### config.mk
export PLATFORM = sky130hd
export DESIGN_NAME = scene_sequencer_flat
export DESIGN_NICKNAME = d
export VERILOG_FILES = /design/src/rtl/scene_sequencer_if.sv /design/src/rtl/scene_sequencer.sv /design/src/flat_wrapper.sv
export SDC_FILE = /design/constraint.sdc
export NUM_CORES = 1
export LEC_CHECK = 0
export CORE_MARGIN = 1
export CORE_UTILIZATION = 30
export CTS_CLUSTER_DIAMETER = 150
export DETAILED_ROUTE_END_ITERATION = 10
export GPL_TIMING_DRIVEN = 0
export SLEW_MARGIN = 20
export SYNTH_ARGS = -nofsm -noshare
export SYNTH_HDL_FRONTEND = slang
export SYNTH_SLANG_ARGS = --single-unit
### constraint.sdc
create_clock -name clk -period 4.1 [get_ports clk]
set_clock_uncertainty 0.15 [all_clocks]
set_input_delay 0.82 -clock clk [delete_from_list [all_inputs] [get_ports clk]]
set_output_delay 0.82 -clock clk [all_outputs]
set_load 0.05 [all_outputs]
### src/rtl/scene_sequencer_if.sv
// Host scene-request handshake.
//   req_valid / req_scene : driven by the host, held until accepted.
//   req_ready             : driven by the sequencer. A request is accepted in
//                           any cycle where req_valid & req_ready are both high.
//                           req_ready never depends on frame_tick or pause, and
//                           is low outside HOLD.
interface scene_sequencer_if;
  logic       req_valid;
  logic [1:0] req_scene;
  logic       req_ready;

  modport master (output req_valid, output req_scene, input req_ready);
  modport slave  (input req_valid, input req_scene, output req_ready);
endinterface

### src/rtl/scene_sequencer.sv
// Frame-rate scene controller: picks the committed scene, runs wipe
// transitions triggered by the song position or by host requests, and keeps
// frame counters. All progress happens on advance events (frame_tick & !pause).
module scene_sequencer #(
  parameter int unsigned WIPE_STEP     = 2,
  parameter int unsigned WIPE_MAX      = 64,
  parameter int unsigned SETTLE_FRAMES = 32,
  parameter logic [1:0]  INITIAL_SCENE = 2'd0
) (
  input  logic        clk,
  input  logic        rst,
  input  logic        frame_tick,
  input  logic        pause,
  input  logic [10:0] song_position,
  scene_sequencer_if.slave req,
  output logic [1:0]  scene_cur,
  output logic [1:0]  scene_next,
  output logic [6:0]  wipe_pos,
  output logic        transitioning,
  output logic [12:0] frame_count,
  output logic [9:0]  scene_frames,
  output logic [1:0]  dbg_state
);

  typedef enum logic [1:0] {
    S_HOLD   = 2'd0,
    S_WIPE   = 2'd1,
    S_SETTLE = 2'd2
  } state_t;

  localparam logic [7:0] STEP8       = 8'(WIPE_STEP);
  localparam logic [7:0] MAX8        = 8'(WIPE_MAX);
  localparam logic [9:0] SETTLE_LAST = 10'(SETTLE_FRAMES - 1);

  state_t     state;
  logic       manual;
  logic [1:0] last_target;
  logic       primed;       // last_target holds a real sample

  logic       advance;
  logic [1:0] song_target;
  logic [1:0] last_eff;
  logic       song_changed;
  logic       manual_after;
  logic [7:0] wipe_sum;
  logic [7:0] wipe_clamped;
  logic       wipe_done;
  logic       unused_song_low;

  assign advance         = frame_tick & ~pause;
  assign song_target     = song_position[10:9];
  assign unused_song_low = ^song_position[8:0];

  // Request acceptance is purely combinational so the host sees it the same cycle.
  assign req.req_ready = req.req_valid & (state == S_HOLD);

  assign transitioning = (state == S_WIPE);
  assign dbg_state     = state;

  // Song-change detection and saturating wipe step (8-bit sum before clamp).
  always_comb begin
    last_eff     = primed ? last_target : song_target;
    song_changed = 1'b0;
    manual_after = manual;
    wipe_sum     = 8'd0;
    wipe_clamped = 8'd0;
    wipe_done    = 1'b0;
    song_changed = (song_target != last_eff);
    manual_after = manual & ~song_changed;
    wipe_sum     = {1'b0, wipe_pos} + STEP8;
    wipe_clamped = (wipe_sum >= MAX8) ? MAX8 : wipe_sum;
    wipe_done    = (wipe_clamped == MAX8);
  end

  // Scene FSM plus frame counters; a reset mid-wipe drops the wipe uncommitted.
  always_ff @(posedge clk or posedge rst) begin
    if (rst) begin
      state        <= S_HOLD;
      scene_cur    <= INITIAL_SCENE;
      scene_next   <= INITIAL_SCENE;
      wipe_pos     <= 7'd0;
      frame_count  <= 13'd0;
      scene_frames <= 10'd0;
      manual       <= 1'b0;
      last_target  <= 2'd0;
      primed       <= 1'b0;
    end else begin
      // The first clock after reset captures the song target as the baseline.
      if (!primed) begin
        primed      <= 1'b1;
        last_target <= song_target;
      end

      if (advance) begin
        frame_count <= frame_count + 13'd1;
        if (scene_frames != 10'h3FF) begin
          scene_frames <= scene_frames + 10'd1;
        end
      end

      case (state)
        S_HOLD: begin
          if (req.req_ready) begin
            // A host request outranks the song check in the same cycle.
            manual <= 1'b1;
            if (req.req_scene != scene_cur) begin
              scene_next <= req.req_scene;
              wipe_pos   <= 7'd0;
              state      <= S_WIPE;
            end
          end else if (advance) begin
            if (song_changed) begin
              last_target <= song_target;
              manual      <= 1'b0;
            end
            if (!manual_after && (song_target != scene_cur)) begin
              scene_next <= song_target;
              wipe_pos   <= 7'd0;
              state      <= S_WIPE;
            end
          end
        end

        S_WIPE: begin
          if (advance) begin
            if (wipe_done) begin
              scene_cur    <= scene_next;
              scene_frames <= 10'd0;
              wipe_pos     <= 7'd0;
              state        <= S_SETTLE;
            end else begin
              wipe_pos <= wipe_clamped[6:0];
            end
          end
        end

        S_SETTLE: begin
          if (advance && (scene_frames == SETTLE_LAST)) begin
            state <= S_HOLD;
          end
        end

        default: state <= S_HOLD;
      endcase
    end
  end

endmodule
### src/flat_wrapper.sv
// flat-port wrapper written by rule: the top's interface ports become plain ports
module scene_sequencer_flat 
#(
  parameter int unsigned WIPE_STEP     = 2,
  parameter int unsigned WIPE_MAX      = 64,
  parameter int unsigned SETTLE_FRAMES = 32,
  parameter logic [1:0]  INITIAL_SCENE = 2'd0
)
  (clk, rst, frame_tick, pause, song_position, scene_cur, scene_next, wipe_pos, transitioning, frame_count, scene_frames, dbg_state, req_req_valid, req_req_scene, req_req_ready);
  scene_sequencer_if req_i ();
  input  logic clk;
  input  logic rst;
  input  logic frame_tick;
  input  logic pause;
  input  logic [10:0] song_position;
  output logic [1:0] scene_cur;
  output logic [1:0] scene_next;
  output logic [6:0] wipe_pos;
  output logic transitioning;
  output logic [12:0] frame_count;
  output logic [9:0] scene_frames;
  output logic [1:0] dbg_state;
  input wire logic [$bits(req_i.req_valid)-1:0] req_req_valid;
  input wire logic [$bits(req_i.req_scene)-1:0] req_req_scene;
  output wire logic [$bits(req_i.req_ready)-1:0] req_req_ready;
  assign req_i.req_valid = req_req_valid;
  assign req_i.req_scene = req_req_scene;
  assign req_req_ready = req_i.req_ready;
  scene_sequencer #(.WIPE_STEP(WIPE_STEP), .WIPE_MAX(WIPE_MAX), .SETTLE_FRAMES(SETTLE_FRAMES), .INITIAL_SCENE(INITIAL_SCENE)) u_core (.clk(clk), .rst(rst), .frame_tick(frame_tick), .pause(pause), .song_position(song_position), .req(req_i), .scene_cur(scene_cur), .scene_next(scene_next), .wipe_pos(wipe_pos), .transitioning(transitioning), .frame_count(frame_count), .scene_frames(scene_frames), .dbg_state(dbg_state));
endmodule
## Word-level counts from Yosys, hierarchy flattened

Cells that the tools add are included.

- Bits in registers: 40
- Input bits: 18
- Output and inout port bits: 38
- Word-level logic and storage cells: 79

- $add $sub $neg: 3
- Order comparisons: 1
- Eq/ne operators: 15
- Multiplexer cells: 33
- Bitwise logic cells: 5
- Reduce and logical (&&, ||, !) cells: 13

Operator list:

| kind | number |
|---|---|
| 10-bit 2-to-1 mux | 5 |
| 7-bit 2-to-1 mux | 6 |
| 2-bit 2-to-1 mux | 16 |
| 7-bit case mux with 2 select lines | 1 |
| 13-bit by 1-bit adder with 13-bit output (second input constant) | 1 |
| 10-bit by 1-bit adder with 10-bit output (second input constant) | 1 |
| 10-bit by 5-bit equality test with 1-bit output (second input constant) | 1 |
| 10-bit inequality test (second input constant) | 1 |
| 7-bit by 2-bit adder with 8-bit output (second input constant) | 1 |
| 8-bit by 7-bit equality test with 1-bit output (second input constant) | 1 |
| 8-bit by 7-bit greater-or-equal comparator with 1-bit output (second input constant) | 1 |
| 8-bit 2-to-1 mux | 1 |
| 2-bit by 1-bit inequality test with 1-bit output (second input constant) | 4 |
| 2-bit nonzero test | 4 |
| 2-bit inequality test | 3 |
| 3-bit inequality test (second input constant) | 2 |
| 2-bit case mux with 3 select lines | 1 |
| 3-bit AND reduction | 2 |
| 6-bit AND reduction | 1 |
| 5-bit AND reduction | 1 |
| 4-bit AND reduction | 1 |
| 1-bit AND | 3 |
| 1-bit 2-to-1 mux | 3 |
| 3-bit by 2-bit inequality test with 1-bit output (second input constant) | 1 |
| other kinds (6) | 8 |

## Longest topological paths before layout

- Depth after elaboration: 10
- Depth in mapped cells: 7
- Depth with buffers taken out: 6

## Worst setup path after synthesis

OpenSTA, ideal clock, no wires.

- Kind: input port to flip-flop
- Start point: in song_position[9]
- End point: reg u_core.wipe_pos[3]
- Library setup time: 124 ps
- Arrival: 2138 ps
- Data required time: 3826 ps
- Path slack: 1688 ps
- Stages: 6
- Path buffers: 1
- Path through: xnor2_1 and3_4 o311a_4 or3_1 buf_2 a211o_1

- Longest elaborated chain between the ends: 8
- Elaborated cells on any way between the ends: 9
- Classes of those cells: eq/ne (3); mux (1); bitwise (2); reduce/logical (3)

RTL lines:

| element | line | source |
|---|---|---|
| start, declared | flat_wrapper.sv:15 | `input logic [10:0] song_position;` |
| 2-bit 2-to-1 mux | scene_sequencer.sv:62 | `last_eff = primed ? last_target : song_target;` |
| 2-bit inequality test | scene_sequencer.sv:68 | `song_changed = (song_target != last_eff);` |
| 1-bit inverter | scene_sequencer.sv:69 | `manual_after = manual & ~song_changed;` |
| 1-bit AND | scene_sequencer.sv:69 |  |
| 1-bit logical NOT | scene_sequencer.sv:116 | `if (!manual_after && (song_target != scene_cur)) begin` |
| 1-bit logical AND (*) | scene_sequencer.sv:116 |  |
| 3-bit inequality test (no source line) (*) | - |  |
| 5-bit AND reduction (no source line) (*) | - |  |
| end signal, assigned | scene_sequencer.sv:132 | `wipe_pos <= wipe_clamped[6:0];` |
| end, declared | scene_sequencer.sv:18 | `output logic [6:0] wipe_pos,` |

Every way passes the cells marked *; elsewhere a longest branch is shown, timed or not.
A chain may end at the register's enable or synchronous reset.

## Final worst setup path

- Start point: in req_req_valid
- End point: out req_req_ready

- Longest elaborated chain between the ends: 1

RTL lines:

| element | line | source |
|---|---|---|
| start, declared | flat_wrapper.sv:23 | `input wire logic [$bits(req_i.req_valid)-1:0] req_req_valid;` |
| 1-bit AND | scene_sequencer.sv:55 | `assign req.req_ready = req.req_valid & (state == S_HOLD);` |
| end, declared | flat_wrapper.sv:25 | `output wire logic [$bits(req_i.req_ready)-1:0] req_req_ready;` |

No other way between the ends.

==> flow_metrics.env <==
export IMPL_crit_fanout=5
export IMPL_relSlewSlack_pct=47.0
export IMPL_placed_area_um2=2600
export IMPL_wl_um=4370
export IMPL_synth_compound_area_share_pct=7.91
export IMPL_row_count=29
export IMPL_synth_area_top_cells="dfrtp_1, xnor2_1, xor2_1, nor2_1, nand2_1"
export IMPL_io_pins=56
export IMPL_ant_nets=0
export IMPL_min_period_over_period_pct=82.1
export IMPL_dieArea_um2=7080
export IMPL_crit_type="in2out"
export IMPL_drv_cap=0
export IMPL_die_h_um=84.1
export IMPL_hold_viol=0
export IMPL_power_leakage_nw=1.20
export IMPL_syn_instance_count=197
export IMPL_wl_per_cell_um=13.3
export IMPL_grt_pass1_vias=1581
export IMPL_synth_simple_gate_area_share_pct=21.3
export IMPL_antenna_found_initial=0
export IMPL_tightest_slew_ns=0.788
export IMPL_synthArstFlopShare_pct=100
export IMPL_yosysSeqAreaShare_pct=49.4
export IMPL_cp_common_cell="clkdlybuf4s50_1"
export IMPL_clock_sinks=40
export IMPL_yosysMostFrequentCell="dfrtp_1"
export IMPL_violations="design-rule violations"
export IMPL_layout_drive_gt1_share_pct=8.33
export IMPL_cp_slowest_stage_delay_ns=0.79
export IMPL_yosys_warnings=0
export IMPL_fin_tns_setup_ns=0
export IMPL_muxShareOfSynthArea_pct=6.98
export IMPL_finalWorstSetupSlack_ns=0.734
export IMPL_synth_area_per_cell_um2=10.3
export IMPL_cp_top_family="buffers and inverters"
export IMPL_cts_setup_buffers=0
export IMPL_finalInstanceArea_um2=2710
export IMPL_ys_ff_latch=40
export IMPL_synth_edff_count=0
export IMPL_cp_start_kind="input pin"
export IMPL_post_place_ws_ns=0.733
export IMPL_synth_common_cells="dfrtp_1, nor2_1, nand2_1, xnor2_1, xor2_1"
export IMPL_postCtsHoldBufs=0
export IMPL_ys_flop_type="dfrtp_1"
export IMPL_cts_htree_levels=2
export IMPL_worst_setup_path_end_kind="output port"
export IMPL_drt_iter0_drc=56
export IMPL_dp_hpwl_um=3210
export IMPL_yosys_area_top_type_share_pct=49.4
export IMPL_status="complete, but fails checks"
export IMPL_grt_max_degree=34
export IMPL_initial_utilization_pct=31.5
export IMPL_crit_arrival_ns=2.40
export IMPL_dr_total_vias=1606
export IMPL_rsz0062_at_grt="no"
export IMPL_synthAdderAreaFrac_pct=1.85
export IMPL_synth_top_family_by_area="simple AND/OR/NAND/NOR gates"
export IMPL_hold_path_class="reg2reg"
export IMPL_fmax_mhz=297
export IMPL_io_buffers=46
export IMPL_final_nets=272
export IMPL_clk_pin_slew_ns=0.08
export IMPL_cts_buffers=5
export IMPL_post_synth_num_cell_types=45
export IMPL_grt_usage_pct=13.6
export IMPL_synthXorXnorAreaFrac_pct=10.4
export IMPL_syn_nets=218
export IMPL_clockBufferDepth=2
export IMPL_overflow=0
export IMPL_grt_pass1_wl_um=7620
export IMPL_cts_root_buf="clkbuf_8"
export IMPL_fp_coreArea_um2=6420
export IMPL_path_cells="clkdlybuf4s50_1 -> nand2_1 -> inv_1 -> clkdlybuf4s50_1"
export IMPL_gp_congestion=0.752
export IMPL_critPathRequiredTime_ns=3.13
export IMPL_worstSkewPairLatency_ns=0.30
export IMPL_route_detailed_drc=4
export IMPL_diodes=0
export IMPL_p_per_area_nw_per_um2=595
export IMPL_ctsResizeCount=0
export IMPL_area_delta_synth_final_pct=34.0
export IMPL_cts_tree="done"
export IMPL_fin_hold_ws_ns=0.322
export IMPL_via_per_inst=4.88
export IMPL_drt_pass1_iter_count=7
export IMPL_ir_worst_vdd_mv=0.253
export IMPL_fin_crit_ns=3.37
export IMPL_dieWidth_um=84.1
export IMPL_setup_viol=0
export IMPL_yosys_area_top_type="dfrtp_1"
export IMPL_cpMaxStageDelayCell="clkdlybuf4s50_1"
export IMPL_syn_area_um2=2020
export IMPL_drv_slew=0
export IMPL_critPathBufInv=3
==> per-stage QoR <==
stage | utilization, % | total power [mW] | std cells
detailed placement | 40.5 | 1.30 | 321
global placement | 40.2 | 1.29 | 320
floorplan | - | 1.07 | 197
CTS | 42.2 | 1.64 | 329
global route | 42.2 | 1.71 | 329
finish | 42.2 | 1.62 | 329
==> worst register-to-register path, stage by stage (launching register included) <==
cell,delay (ns)
dfrtp_1,0.42
and3_1,0.23
and3_1,0.22
mux2i_1,0.14
nor3_1,0.50
buf_2,0.33
nor3_1,0.09
==> power by group <==
| part | total (mW) | internal, mW | switching (mW) | leakage, nW |
|---|---|---|---|---|
| clock network | 0.326 | 0.180 | 0.146 | 0.0541 |
| logic | 0.699 | 0.262 | 0.437 | 0.633 |
| registers | 0.590 | 0.479 | 0.111 | 0.515 |
==> registers in the layout, indices dropped and copies added, names as in the netlist <==
signal               flops
u_core.scene_next        2
u_core.scene_frames     10
u_core.scene_cur         2
u_core.manual            1
u_core.frame_count      13
u_core.primed            1
u_core.wipe_pos          7
u_core.dbg_state         2
u_core.last_target       2
==> routing by layer <==
layer	vias to the layer above	GRT usage [%]	share of wire, %
met4	0	6.11	1.6
met2	36	21.3	46
met5	-	0	0
li1	796	-	-
met1	767	18.3	49
met3	7	2.65	3.9
==> placed cells by master, fill, tap and decap left out, drive strengths merged, types with 2 or more instances in the layout <==
master | Yosys | layout
clkdlybuf4s50 | 0 | 46
dfrtp | 40 | 40
nor2 | 21 | 21
nand2 | 18 | 18
xnor2 | 13 | 13
xor2 | 11 | 11
nor3 | 10 | 10
mux2 | 9 | 9
nand3 | 8 | 8
nand4 | 7 | 7
inv | 7 | 7
and3 | 6 | 6
clkbuf | 1 | 6
mux2i | 4 | 4
and2 | 3 | 3
or3 | 3 | 3
ha | 3 | 3
o21ai | 3 | 3
buf | 2 | 3
nand2b | 2 | 2
nor2b | 2 | 2
o31ai | 2 | 2
a21oi | 2 | 2
a21o | 2 | 2
or2 | 2 | 2
==> cell families (layout without fill, tap and decap cells) <==
logic type,after synthesis,count (layout)
other,1,1
buffers and inverters,10,65
and+or+nand+nor,86,86
adders and majority gates,3,3
xor gates and xnor gates,24,24
AOI/OAI and AO/OA,20,20
DFF,40,40
muxes,13,13
==> path summary, 6_finish.rpt <==
path	from	slack, ns	cells past startpoint	end
hold / removal	u_core.frame_count[12]	0.32	1	u_core.frame_count[12]
max in group asynchronous	rst	2.78	3	u_core.scene_frames[0]
setup reg to reg	u_core.wipe_pos[1]	1.91	6	u_core.scene_frames[6]
setup / recovery	req_req_valid	0.73	4	req_req_ready
hold reg to reg	u_core.frame_count[12]	0.32	1	u_core.frame_count[12]
min in group asynchronous	rst	0.59	2	u_core.last_target[0]
==> cell type report <==
class	count	area (um^2)
Buffer	3	13.8
Clock buffer	5	68.8
Clock inverter	3	42.5
Fill cell	623	3710
Inverter	7	26.3
Multi-Input combinational cell	147	983
Sequential cell	40	1000
Tap cell	77	96.3
Timing Repair Buffer	47	480
(Power assumes the default switching activity.)
